## src/rtl/diffeq_pkg.sv

```systemverilog
// Shared constants and helpers for the parametrised difference-equation IIR.
// Reset coefficients reproduce y = x - x1 + x2 + x3 + 0.5*y1 + 0.25*y2 at CF=6.
package diffeq_pkg;

  localparam int N_DEF  = 16;
  localparam int NB_DEF = 4;
  localparam int NA_DEF = 2;
  localparam int CW_DEF = 8;
  localparam int CF_DEF = 6;

  // Bank index k < nb is b_k; index nb+j holds a_(j+1). Taps beyond the legacy set reset to 0.
  function automatic int coef_reset(int k, int nb);
    int v;
    v = 0;
    if (k < nb) begin
      case (k)
        0:       v = 64;
        1:       v = -64;
        2:       v = 64;
        3:       v = 64;
        default: v = 0;
      endcase
    end else begin
      case (k - nb)
        0:       v = 32;
        1:       v = 16;
        default: v = 0;
      endcase
    end
    return v;
  endfunction

  // Wide enough that no product or partial sum can overflow.
  function automatic int acc_width(int n, int cw, int nb, int na);
    return n + cw + $clog2(nb + na) + 1;
  endfunction

  function automatic longint sat_max(int n);
    return (longint'(1) <<< (n - 1)) - 1;
  endfunction

  function automatic longint sat_min(int n);
    return -(longint'(1) <<< (n - 1));
  endfunction

endpackage

```

## src/rtl/diffeq_coef_bank.sv

```systemverilog
// Runtime-writable coefficient register file, all taps presented in parallel.
// Writes to addresses past the last tap fall through the decode and are dropped.
module diffeq_coef_bank
  import diffeq_pkg::*;
#(
  parameter int NB = NB_DEF,
  parameter int NA = NA_DEF,
  parameter int CW = CW_DEF
) (
  input  logic                          clk,
  input  logic                          i_rst_n,
  input  logic                          i_we,
  input  logic [$clog2(NB+NA)-1:0]      i_addr,
  input  logic [CW-1:0]                 i_data,
  output logic [(NB+NA)*CW-1:0]         o_coef
);

  localparam int NT = NB + NA;
  localparam int AB = $clog2(NB + NA);

  logic [CW-1:0] coef [NT];

  always_ff @(posedge clk) begin
    for (int k = 0; k < NT; k++) begin
      if (!i_rst_n)
        coef[k] <= CW'(coef_reset(k, NB));
      else if (i_we && (i_addr == AB'(k)))
        coef[k] <= i_data;
    end
  end

  for (genvar k = 0; k < NT; k++) begin : g_out
    assign o_coef[k*CW +: CW] = coef[k];
  end

endmodule

```

## src/rtl/diffeq_iir.sv

```systemverilog
// Direct-form-I IIR: y[n] = sum b_k*x[n-k] + sum a_k*y[n-k], advancing on valid samples only.
// Define DIFFEQ_IIR_SAT_EN to clamp out-of-range results instead of wrapping them.
module diffeq_iir
  import diffeq_pkg::*;
#(
  parameter int N  = N_DEF,
  parameter int NB = NB_DEF,
  parameter int NA = NA_DEF,
  parameter int CW = CW_DEF,
  parameter int CF = CF_DEF
) (
  input  logic                      clk,
  input  logic                      i_rst_n,
  input  logic                      i_clear,
  input  logic                      i_valid,
  input  logic [N-1:0]              i_x,
  input  logic                      i_coef_we,
  input  logic [$clog2(NB+NA)-1:0]  i_coef_addr,
  input  logic [CW-1:0]             i_coef_data,
  output logic [N-1:0]              o_y,
  output logic                      o_valid,
  output logic                      o_sat
);

  localparam int AW = acc_width(N, CW, NB, NA);
  localparam int XH = (NB > 1) ? NB - 1 : 1;

  logic [(NB+NA)*CW-1:0]  coef_flat;
  logic signed [CW-1:0]   cb [NB];
  logic signed [CW-1:0]   ca [NA];
  logic signed [N-1:0]    xt [NB];
  logic signed [N-1:0]    xh [XH];
  logic signed [N-1:0]    yh [NA];
  logic signed [AW-1:0]   acc;
  logic [N-1:0]           y_next;
  logic                   sat_next;

  diffeq_coef_bank #(.NB(NB), .NA(NA), .CW(CW)) u_bank (
    .clk     (clk),
    .i_rst_n (i_rst_n),
    .i_we    (i_coef_we),
    .i_addr  (i_coef_addr),
    .i_data  (i_coef_data),
    .o_coef  (coef_flat)
  );

  for (genvar k = 0; k < NB; k++) begin : g_b
    assign cb[k] = coef_flat[k*CW +: CW];
  end
  for (genvar j = 0; j < NA; j++) begin : g_a
    assign ca[j] = coef_flat[(NB+j)*CW +: CW];
  end

  // Tap 0 is the live sample; older taps come from the x history line.
  assign xt[0] = i_x;
  for (genvar k = 1; k < NB; k++) begin : g_xt
    assign xt[k] = xh[k-1];
  end

  always_comb begin
    acc = '0;
    for (int k = 0; k < NB; k++)
      acc = acc + AW'(xt[k]) * AW'(cb[k]);
    for (int j = 0; j < NA; j++)
      acc = acc + AW'(yh[j]) * AW'(ca[j]);
  end

`ifdef DIFFEQ_IIR_SAT_EN
  localparam logic signed [AW-1:0] Y_MAX = AW'(sat_max(N));
  localparam logic signed [AW-1:0] Y_MIN = AW'(sat_min(N));
  logic signed [AW-1:0] shifted;

  always_comb begin
    shifted  = acc >>> CF;
    sat_next = 1'b0;
    if (shifted > Y_MAX) begin
      y_next   = N'(Y_MAX);
      sat_next = 1'b1;
    end else if (shifted < Y_MIN) begin
      y_next   = N'(Y_MIN);
      sat_next = 1'b1;
    end else begin
      y_next   = N'(shifted);
    end
  end
`else
  assign y_next   = N'(acc >>> CF);
  assign sat_next = 1'b0;
`endif

  // The y line captures the post-saturation output so feedback matches o_y exactly.
  always_ff @(posedge clk) begin
    if (!i_rst_n || i_clear) begin
      for (int k = 0; k < XH; k++) xh[k] <= '0;
      for (int j = 0; j < NA; j++) yh[j] <= '0;
      o_y     <= '0;
      o_valid <= 1'b0;
      o_sat   <= 1'b0;
    end else if (i_valid) begin
      xh[0] <= i_x;
      for (int k = 1; k < XH; k++) xh[k] <= xh[k-1];
      yh[0] <= y_next;
      for (int j = 1; j < NA; j++) yh[j] <= yh[j-1];
      o_y     <= y_next;
      o_valid <= 1'b1;
      o_sat   <= sat_next;
    end else begin
      o_valid <= 1'b0;
      o_sat   <= 1'b0;
    end
  end

endmodule

```

## config.mk

```make
export PLATFORM = sky130hd
export DESIGN_NAME = diffeq_iir
export DESIGN_NICKNAME = d
export VERILOG_FILES = /design/src/rtl/diffeq_pkg.sv /design/src/rtl/diffeq_coef_bank.sv /design/src/rtl/diffeq_iir.sv
export SDC_FILE = /design/constraint.sdc
export NUM_CORES = 2
export LEC_CHECK = 0
export ABC_AREA = 1
export CORE_MARGIN = 2
export CORE_UTILIZATION = 61
export DETAILED_ROUTE_END_ITERATION = 10
export DONT_BUFFER_PORTS = 1
export GPL_ROUTABILITY_DRIVEN = 0
export PLACE_DENSITY = 0.79
export SLEW_MARGIN = 20
export SYNTH_ARGS = -nofsm -noshare
export SYNTH_HDL_FRONTEND = slang
export SYNTH_SLANG_ARGS = --single-unit
```

## constraint.sdc

```tcl
create_clock -name clk -period 21.1 [get_ports clk]
set_input_delay 0 -clock clk [delete_from_list [all_inputs] [get_ports clk]]
set_output_delay 0 -clock clk [all_outputs]
set_load 0.01 [all_outputs]
```

==> key figures <==
Cells and area
  – Nets: 4,582
  – Commonest cells after routing, fill and taps aside: 1,273 x inv_1, 912 x nand2_1, 747 x fa_1
  – Area Growth Syn to Fin: 3.23%
  – Fillers: 4,173
  – Most common cell after layout, fill and taps aside: inv_1
  – Util after Layout: 0.639
  – Layout cells sized above 1: 0.0245

Run status
  – Status: finished, final reports clean

Floorplanning
  – Std-Cell Rows: 83
  – Die height: 232 microns
  – Starting density of the core: 0.619
  – Die area: 0.0540 sq mm
  – I/O Pins: 50
  – Core area: 0.0514 sq mm
  – Die X: 232 microns

Setup path
  – Worst Setup Path Type: reg -> reg
  – Largest stage delay on the critical path: 810 ps
  – CP Data Arrival Time: 8480 ps
  – Setup crit start kind: flop
  – CP required: 21,350 ps
  – Most used cell, CP: fa_1
  – Crit path max fanout: 12
  – CP max stage cell: edfxtp_1
  – Critical Path End Type: flop

Timing
  – Fin. max-slew vios: 0
  – Post-route setup TNS: 0 ps
  – Slew of the pin with the lowest slew margin: 1080 ps
  – Fmax: 0.122 GHz
  – Skew final: 19.8 ps
  – Unrepaired setup endpoints after global routing: no
  – Hold Fails Final Rpt: 0
  – Final setup viols: 0
  – Min Tclk post-route: 8230 ps
  – Period Utilization, post-route: 0.390
  – Worst slew margin: 0.281

Clock tree
  – Hold-fix buffers, CTS: 41
  – H-tree depth: 4
  – Cts repair resizes: 0
  – Clock insertion delay at the later pin of the skew report: 510 ps
  – CTS Buffer Depth: 2
  – CTS tree: done
  – CTS buffer count: 17
  – Clock sinks: 145
  – Post-CTS setup buffer count: 0
  – Clock root buffer: clkbuf_16
  – Clock-pin slew on the worst setup and hold paths: 80 ps

Detailed routing
  – Detailed Routing Iterations Pass 1: 6
  – Routed wire length: 77,700 microns
  – Avg Vias per Cell: 5.22
  – DR DRC count: 0
  – Vias: 22,700
  – Avg WL per Cell: 17.8 microns
  – Antenna-violating nets left: 0
  – DRT iter0 DRCs: 1,973

Synthesis
  – Xor/xnor share of the synthesized area: 0.00626
  – Async S/R FF share, synth: 0
  – Prevailing post-synth register cell: edfxtp_1
  – Post-Syn Instances: 3,793
  – Yosys cell types: 39
  – Synthesized netlist net count: 4,715
  – Complex-gate fraction of the synthesized area: 0.00873
  – Post-synthesis mux area share: 0
  – Share of the yosys chip area belonging to registers: 0.132
  – Post-Synth Simple-Gate Area: 0.148
  – Mapped cell area: 0.0318 sq mm
  – Largest family of logic cells by synthesized area: adder cells
  – Avg Cell Area, Syn: 8.38 sq um
  – Yosys reg bits: 145
  – Post-synthesis adder-cell area fraction: 0.527
  – Warnings from Yosys: 0
  – EDFF count, synth: 128

Run
  – Max_cap viols: 0

GRT
  – Vias in the first global route: 24,700
  – Total grt overflow: 0
  – All-Layer GR Usage: 0.313
  – Global-route wire length before repair: 127,000 microns
  – Initial antenna violation count: 2
  – Largest net degree at the start of global routing: 63

Placed design
  – Buffers added on ports: 0
  – Detailed placement HPWL: 64,600 microns

Worst hold path
  – Hold Path Class: in -> reg
[per-stage QoR]
step	std cells	hold slack (ps)	area (sq um)	worst slack [ps]
6_report	4354	23.1	32800	12870
5_1_grt	4353	29.8	32800	12540
4_1_cts	4353	1.69	32800	13030
3_5_place_dp	4280	234	31800	13040
3_3_place_gp	4280	231	31800	13160
2_1_floorplan	3793	178	31800	13870
[routing by layer]
metal | track usage | part of all wire
met2 | 0.522 | 0.50
met3 | 0.0556 | 0.083
met4 | 0.169 | 0.060
met5 | 0 | 0.00013
met1 | 0.390 | 0.36
[sequential cells by signal, indices dropped and copies added, names as in the netlist]
register,count
o_y,16
xh,48
o_valid,1
yh,32
u_bank.coef,48
[cell families (layout without fill, tap and decap cells)]
family	Yosys count	in the layout
buffers and inverters	1485	1365
AND/OR/NAND/NOR	1199	1199
adder cells (fa/ha/maj)	890	890
flip-flops	145	145
AO/OA/AOI/OAI	52	52
XOR/XNOR	21	21
other	1	2
[synth_stat cells, types with 2 or more instances]
library cell | count | area (sq um)
buf_6 | 6 | 67.6
inv_2 | 14 | 52.6
nand3b_1 | 6 | 45.0
or2_2 | 16 | 100
nand2_2 | 15 | 93.8
ha_1 | 143 | 1790
nand3_1 | 51 | 255
nor2_2 | 4 | 25.0
o21ai_1 | 5 | 25.0
o211ai_1 | 2 | 15.0
o21ai_0 | 19 | 95.1
nor2_1 | 186 | 698
nand2_1 | 912 | 3420
buf_4 | 6 | 45.0
clkbuf_1 | 154 | 578
a21o_1 | 2 | 15.0
clkbuf_2 | 7 | 35.0
inv_1 | 1274 | 4780
nand4_1 | 2 | 12.5
fa_1 | 747 | 15000
a21oi_1 | 21 | 105
xnor2_1 | 12 | 105
xor2_1 | 7 | 61.3
buf_2 | 20 | 100
edfxtp_1 | 128 | 3840
nand2_4 | 2 | 22.5
buf_1 | 3 | 11.3
dfxtp_1 | 17 | 340
nor3_1 | 2 | 10.0
[worst paths after layout]
kind	startpoint	to	slack, ps	cells after the start
worst max register to register	u_bank.coef[0][7]	yh[0][12]	12870	25
worst min register to register	o_y[8]	o_y[8]	500	2
worst min-delay path	i_rst_n	u_bank.coef[2][11]	20	1
worst max-delay path	u_bank.coef[0][7]	yh[0][12]	12870	25
[final cells by class]
class	count	area (sq um)	area share
inverters	1289	4840	0.148
flip-flops and latches	145	4180	0.127
clock buffers	17	425	0.0130
repair buffers	44	433	0.0132
clock inverters	15	153	0.00465
well taps	680	851	0.0259
multi-input cells	2163	21900	0.668
diodes	1	2.50	0.0000762
[critical path: cells and delay by family (launching register included)]
kind,cells,cell delay (ps)
AND/OR/NAND/NOR,7,920
flip-flops,1,810
AO/OA/AOI/OAI,4,970
adder cells (fa/ha/maj),10,4780
buffers and inverters,4,490
Power is not shown: default switching activity piles up to over one toggle a cycle in this logic, so the estimate is an artifact.
